## src/rtl/otter_mmio_hub.sv

```systemverilog
`default_nettype none
// ============================================================================
// Module   : otter_mmio_hub
// Purpose  : OTTER IOBUS MMIO hub with parametrised input/output channels,
//            keyboard scancode FIFO with sticky overflow and interrupt output.
// Revision : 1.0 - initial release
// ============================================================================
module otter_mmio_hub #(
    parameter logic [31:0] BASE_ADDR  = 32'h1100_0000,
    parameter logic [31:0] STRIDE     = 32'h20,
    parameter int          IN_CH      = 2,
    parameter int          OUT_CH     = 2,
    parameter int          OUT_W      = 16,
    parameter logic [31:0] KBD_OFS    = 32'h100,
    parameter int          FIFO_AW    = 3,
    parameter int          INTR_MODE  = 0,
    parameter int          INTR_PULSE = 2
) (
    input  logic                    CLK,
    input  logic                    RESET,
    input  logic [31:0]             IOBUS_ADDR,
    input  logic [31:0]             IOBUS_OUT,
    input  logic                    IOBUS_WR,
    output logic [31:0]             IOBUS_IN,
    input  logic [IN_CH*32-1:0]     IN_DATA,
    output logic [OUT_CH*OUT_W-1:0] OUT_DATA,
    input  logic [7:0]              KBD_SCANCODE,
    input  logic                    KBD_VALID,
    output logic                    INTR
);

    localparam int                 c_DEPTH    = 1 << FIFO_AW;
    localparam int                 c_PCW      = $clog2(INTR_PULSE + 1);
    localparam logic [31:0]        c_KBD_ADDR = BASE_ADDR + KBD_OFS;
    localparam logic [FIFO_AW:0]   c_FULL     = (FIFO_AW + 1)'(c_DEPTH);
    localparam logic [c_PCW-1:0]   c_PULSE    = c_PCW'(INTR_PULSE);

    logic [IN_CH-1:0]   w_in_hit;
    logic               w_kbd_hit;
    logic [31:0]        w_rdata;
    logic [31:0]        w_status;

    logic [7:0]         r_mem [c_DEPTH];
    logic [FIFO_AW-1:0] r_wr_ptr;
    logic [FIFO_AW-1:0] r_rd_ptr;
    logic [FIFO_AW:0]   r_count;
    logic [FIFO_AW:0]   w_count_nxt;
    logic               r_ovf;

    logic               w_kbd_wr;
    logic               w_pop_req;
    logic               w_ovf_clr;
    logic               w_empty;
    logic               w_full;
    logic               w_pop;
    logic               w_push;
    logic               w_drop;
    logic [7:0]         w_head;

    // ------------------------------------------------------------------
    // Read decode
    // ------------------------------------------------------------------
    genvar gi;
    generate
        for (gi = 0; gi < IN_CH; gi++) begin : g_in_hit
            localparam logic [31:0] c_ADDR = 32'(BASE_ADDR + STRIDE * gi);
            assign w_in_hit[gi] = (IOBUS_ADDR == c_ADDR);
        end
    endgenerate

    assign w_kbd_hit = (IOBUS_ADDR == c_KBD_ADDR);

    always_comb begin
        w_rdata = 32'h0;
        for (int i = 0; i < IN_CH; i++) begin
            if (w_in_hit[i]) begin
                w_rdata = IN_DATA[32*i +: 32];
            end
        end
        if (w_kbd_hit) begin
            w_rdata = w_status;
        end
    end

    assign IOBUS_IN = w_rdata;

    // ------------------------------------------------------------------
    // Output registers; output j lives one stride above input j
    // ------------------------------------------------------------------
    genvar gj;
    generate
        for (gj = 0; gj < OUT_CH; gj++) begin : g_out_reg
            localparam logic [31:0] c_ADDR = 32'(BASE_ADDR + STRIDE * (gj + 1));
            logic [OUT_W-1:0] r_out;

            always_ff @(posedge CLK) begin
                if (RESET) begin
                    r_out <= '0;
                end else if (IOBUS_WR && (IOBUS_ADDR == c_ADDR)) begin
                    r_out <= IOBUS_OUT[OUT_W-1:0];
                end
            end

            assign OUT_DATA[OUT_W*gj +: OUT_W] = r_out;
        end
    endgenerate

    // ------------------------------------------------------------------
    // Keyboard FIFO
    // ------------------------------------------------------------------
    assign w_kbd_wr  = IOBUS_WR && w_kbd_hit;
    assign w_pop_req = w_kbd_wr && IOBUS_OUT[0];
    assign w_ovf_clr = w_kbd_wr && IOBUS_OUT[1];
    assign w_empty   = (r_count == '0);
    assign w_full    = (r_count == c_FULL);

    // A pop on a full FIFO frees the slot the same-cycle push needs
    assign w_pop  = w_pop_req && !w_empty;
    assign w_push = KBD_VALID && (!w_full || w_pop);
    assign w_drop = KBD_VALID && w_full && !w_pop;

    always_comb begin
        w_count_nxt = r_count;
        if (w_push && !w_pop) begin
            w_count_nxt = r_count + 1'b1;
        end else if (!w_push && w_pop) begin
            w_count_nxt = r_count - 1'b1;
        end
    end

    always_ff @(posedge CLK) begin
        if (w_push) begin
            r_mem[r_wr_ptr] <= KBD_SCANCODE;
        end
    end

    always_ff @(posedge CLK) begin
        if (RESET) begin
            r_wr_ptr <= '0;
            r_rd_ptr <= '0;
            r_count  <= '0;
            r_ovf    <= 1'b0;
        end else begin
            if (w_push) begin
                r_wr_ptr <= r_wr_ptr + 1'b1;
            end
            if (w_pop) begin
                r_rd_ptr <= r_rd_ptr + 1'b1;
            end
            r_count <= w_count_nxt;
            // Set takes priority over a simultaneous clear
            if (w_drop) begin
                r_ovf <= 1'b1;
            end else if (w_ovf_clr) begin
                r_ovf <= 1'b0;
            end
        end
    end

    assign w_head   = w_empty ? 8'h00 : r_mem[r_rd_ptr];
    assign w_status = {8'h00, 8'(r_count), 6'h00, r_ovf, !w_empty, w_head};

    // ------------------------------------------------------------------
    // Interrupt generation
    // ------------------------------------------------------------------
    generate
        if (INTR_MODE == 0) begin : g_intr_pulse
            logic [c_PCW-1:0] r_pulse;

            always_ff @(posedge CLK) begin
                if (RESET) begin
                    r_pulse <= '0;
                end else if (w_push) begin
                    r_pulse <= c_PULSE;
                end else if (r_pulse != '0) begin
                    r_pulse <= r_pulse - 1'b1;
                end
            end

            assign INTR = (r_pulse != '0);
        end else begin : g_intr_level
            logic r_level;

            always_ff @(posedge CLK) begin
                if (RESET) begin
                    r_level <= 1'b0;
                end else begin
                    r_level <= (w_count_nxt != '0);
                end
            end

            assign INTR = r_level;
        end
    endgenerate

endmodule
`default_nettype wire

```

## config.mk

```make
export PLATFORM = sky130hd
export DESIGN_NAME = otter_mmio_hub
export DESIGN_NICKNAME = d
export VERILOG_FILES = /design/src/rtl/otter_mmio_hub.sv
export SDC_FILE = /design/constraint.sdc
export NUM_CORES = 1
export LEC_CHECK = 0
export CORE_MARGIN = 2
export CORE_UTILIZATION = 44
export DETAILED_ROUTE_END_ITERATION = 7
export GPL_ROUTABILITY_DRIVEN = 1
export HOLD_SLACK_MARGIN = 0.05
export MAX_ROUTING_LAYER = met4
export PLACE_DENSITY = 0.81
export SLEW_MARGIN = 5
export SYNTH_ARGS = -nofsm -noshare
export SYNTH_HDL_FRONTEND = slang
export SYNTH_SLANG_ARGS = --single-unit
export TNS_END_PERCENT = 5
```

## constraint.sdc

```tcl
create_clock -name CLK -period 4.3 [get_ports CLK]
set_input_delay 0.86 -clock CLK [delete_from_list [all_inputs] [get_ports CLK]]
set_output_delay 0.86 -clock CLK [all_outputs]
set_load 0.02 [all_outputs]
```

==> results of run 1 <==
[what timing repair did]
action	CTS	global route
endpoints found under the setup margin	27	0
hold endpoints to repair	0	0
resized for setup	28	0
[synthesized netlist by cell type (4+ instances only)]
cell	n	area (um^2)
sky130_fd_sc_hd__mux2i_1	75	751
sky130_fd_sc_hd__nor2_1	74	278
sky130_fd_sc_hd__edfxtp_1	64	1920
sky130_fd_sc_hd__dfxtp_1	48	961
sky130_fd_sc_hd__mux4_2	16	360
sky130_fd_sc_hd__clkbuf_1	11	41.3
sky130_fd_sc_hd__a21oi_1	9	45.0
sky130_fd_sc_hd__o22ai_1	8	50.1
sky130_fd_sc_hd__buf_2	7	35.0
sky130_fd_sc_hd__nand2b_1	6	37.5
sky130_fd_sc_hd__nor3_1	6	30.0
sky130_fd_sc_hd__ha_1	5	62.6
sky130_fd_sc_hd__nor4_4	5	106
sky130_fd_sc_hd__nand2_1	4	15.0
sky130_fd_sc_hd__xnor2_1	4	35.0
[power by group through the flow]
stage          Combinational (mW)  Clock, mW  Sequential [mW]
6_report                    0.332      0.948             1.20
3_3_place_gp                0.316          0             1.22
4_1_cts                     0.336      0.960             1.20
3_5_place_dp                0.332          0             1.23
5_1_grt                     0.363      0.998             1.21
2_1_floorplan               0.152          0             1.22
[final cells by class]
class                      count  area, um^2  area share (%)
sequential                   112        2880            38.1
clock buffer                   9         225            2.98
clock inverter                 7         125            1.65
tap                          143         179            2.36
multi-input combinational    248        2090            27.7
timing repair buffer         214        2050            27.1
inverter                       3        11.3           0.149
[worst max-delay path by stage]
| stage | slack [ns] | start | to |
|---|---|---|---|
| 2_1_floorplan | 0.66 | IOBUS_ADDR[11] | IOBUS_IN[0] |
| 3_3_place_gp | -0.14 | IOBUS_ADDR[19] | IOBUS_IN[5] |
| 3_5_place_dp | -0.18 | IOBUS_ADDR[3] | IOBUS_IN[7] |
| 4_1_cts | 0.12 | IOBUS_ADDR[3] | IOBUS_IN[4] |
| 5_1_grt | 0.03 | IOBUS_ADDR[27] | IOBUS_IN[4] |
| 6_report | 0.15 | IOBUS_ADDR[3] | IOBUS_IN[4] |
[layer usage]
metal / share of wire, % / vias to the layer above
met4: 1.9 / 0
met3: 7.6 / 18
met2: 53 / 142
met1: 37 / 1880
li1: - / 1829
met5: 0 / -
[cell families after synthesis]
kind of cell	count (synthesis)	share of synthesized area [%]
AOI/OAI and AO/OA	25	2.98
xor gates and xnor gates	5	0.861
adders and majority gates	6	1.62
buffers and inverters	26	2.24
DFF	112	56.7
muxes	93	22.3
and+or+nand+nor	119	13.4
[critical path, cell delays in order]
cell and delay [ns]:
sky130_fd_sc_hd__clkdlybuf4s50_1 0.45, sky130_fd_sc_hd__nor4_4 0.33, sky130_fd_sc_hd__nand4_4 0.12, sky130_fd_sc_hd__or3_1 0.39, sky130_fd_sc_hd__buf_4 0.17, sky130_fd_sc_hd__or2_1 0.26
sky130_fd_sc_hd__buf_12 0.18, sky130_fd_sc_hd__o22ai_1 0.13, sky130_fd_sc_hd__dlygate4sd2_1 0.38
[sequential cells by signal, summed over array words and instances (netlist names), named ones only]
signal	count
g_out.r_out	32
r_count	4
r_rd_ptr	3
g_intr_pulse.r_pulse	2
r_wr_ptr	3
r_mem	64
r_ovf	1
==> reports/results.env, run 1 <==
POST-ROUTE-MIN-PERIOD_NS=4.15
GRT_PASS1_VIAS=3984
IO_PINS=205
NUMBER_OF_ENABLE_FLIP_FLOP_CELLS_AFTER_SYNTHESIS=64
WORSTSETUPSTARTPOINTTYPE='input port'
FINAL_CRITICAL_PATH_SETUP_SLACK_NS=0.154
SWITCHING_SHARE_PCT=21.8
WORSTPATHMAXFANOUT=26
GRT_UTIL_MET3_PCT=5.66
FLOORPLAN.DIE_AREA_MM2=0.0124
DETAILEDROUTE.FIRSTPASSITERATIONCOUNT=4
TIMING.REG2REG.WORST_PATH_DEPTH=13
FINAL.SETUP.TNS_NS=0
COMBINATIONALPOWERSHARE_PCT=13.4
WORST_SETUP_PATH_END_KIND='output port'
ROUTEDWLPERCELL_UM=17.6
NUMPORTBUFFERS=188
GRT_SETUP_UNREPAIRED='no'
SYNTHCELLS=386
CHIPWIDTH_UM=112
YS_WARN_COUNT=0
FINISH.UTILIZATION_PCT=66.6
DRTITER0DRC=185
CLOCK-SKEW-FINAL_NS=0.00703
GLOBALROUTETOTALUTIL_PCT=21.6
PLACE.DETAILED.INSTANCES=720
CTS_INSERTED_BUFFERS=9
CTS_H_TREE_LVLS=3
DRIVE_ABOVE_1_SHARE_PCT=12.3
TOTAL_SWITCHING_POWER_uW=542
CTS_TREE='built'
WORST_R2R_STARTPOINT='r_count[0]'
ANTENNA_CELLS_INSERTED=0
ROUTE.VIAS.TOTAL=3869
TIMING.FINAL.HOLD_VIOLATIONS=0
MAX_FREQ_MHz=241
MAX_CAP_VIOLATIONS=0
TIMING.HOLD.WORST_PATH_DEPTH=1
FIN_WORST_HOLD_SLACK_NS=0.455
SEQUENTIAL_SHARE_OF_POWER_PCT=48.5
SYNTH.FF_LATCH_COUNT=112
INITIAL_ANTENNA_VIOLATION_COUNT=0
CORE_REGION_AREA_MM2=0.0114
BUFS_ON_LONGEST_CLOCK_PATH=2
CLOCK_SINK_COUNT=112
AVGSYNTHCELLAREA_UM2=13.2
ANTENNA_LEFT=0
RUN_STATUS='finished clean'
VDD_DROP_MAX_mV=0.243
PLACE_WS_NS=-0.175
FP.DIEH_UM=112
FINAL_CELL_MIX='160 x sky130_fd_sc_hd__clkdlybuf4s50_1, 75 x sky130_fd_sc_hd__mux2i_1, 74 x sky130_fd_sc_hd__nor2_1, 64 x sky130_fd_sc_hd__edfxtp_1, 48 x sky130_fd_sc_hd__dfxtp_1'
RELSLEWSLACK_PCT=47.7
CLOCKROOTBUFFER='sky130_fd_sc_hd__clkbuf_16'
SYNTHESIS.NETS=532
GRT_FIRST_PASS_WIRELENGTH_UM=20400
TOTAL_SETUP_VIOLATIONS_REPORTED_AT_THE_END_OF_THE_FLOW=0
LARGEST_NET_DEGREE_AT_THE_START_OF_GLOBAL_ROUTING=50
CRITICALPATHCATEGORY='in2out'
POWER.SHARE.CLOCK_PCT=38.2
DRT_DRC_VIOLATIONS_LEFT=0
YS_SEQ_AREA_SHARE_PCT=56.7
COMMONEST_NON_FILL_NON_TAP_CELL_IN_THE_LAYOUT='sky130_fd_sc_hd__clkdlybuf4s50_1'
FINAL_DESIGN_AREA_NO_FILL_MM2=0.00757
HPWLAFTERDP_UM=9450
NFILLCELLS=847
POSTSYNTH.ASYNCRESETSHARE_PCT=0
MET2_USAGE_PCT=38.6
SYNTH_CELL_TYPES=44
CLK_PIN_SLEW_NS=0.07
GLOBALROUTEMET1UTIL_PCT=23.5
P_LEAK_nW=2.81
CRITICAL_PATH_REQUIRED_NS=3.44
DRT-TOTAL-WL_UM=13000
SHARE_OF_THE_CLOCK_PERIOD_USED_BY_THE_WORST_PATH_PCT=96.4
VIA_PER_INST=5.26
POWER.DENSITY_mW_PER_MM2=328
FINAL_NETS=734
HOLDPATHEND='g_intr_pulse.r_pulse[0]'
CELLINTERNALPOWER_mW=1.94
GP_ROUTABILITY_CONGESTION=0.814
YS_DOMINANT_REG_CELL='sky130_fd_sc_hd__edfxtp_1'
POST_LAYOUT_NONFILLER_INSTANCES=736
GRT-BUSIEST-LAYER='met2'
CLKLATENCYLATEPIN_NS=0.35
GLOBALROUTE.TOTALOVERFLOW=0
FINAL-MAX-SLEW-VIOLATION-COUNT=0
CTS_HOLD_BUF=0
HOLD_PATH_STARTPOINT='g_intr_pulse.r_pulse[0]'
POSTPLACECELLAREA_MM2=0.00725
TOTAL_POWER_mW=2.49
WORSTHOLDPATHTYPE='reg2reg'
WORST_R2R_ENDPOINT='r_count[3]'
SYN-CELL-AREA_MM2=0.00509
AREAGROWTHSYNTHTOFINISH_PCT=48.7
FP-ROW-COUNT=39
SLEW_AT_THE_PIN_CLOSEST_TO_ITS_MAX_SLEW_LIMIT_NS=0.783
CRITICAL_PATH_ARRIVAL_NS=3.29
INITIAL_CELL_DENSITY_OF_THE_CORE_PCT=44.8
POST-CTS-SETUP-BUFFER-COUNT=0
WORST_SETUP_SLACK_FOR_REGISTER_TO_REGISTER_PATHS_NS=1.31
(Power assumes the default switching activity.)
==> inputs of run 2 (changes only) <==
Settings changed: HOLD_SLACK_MARGIN 0.05 to default.
==> results of run 2 <==
Final layout, timing and power as in run 1 (identical DEF).
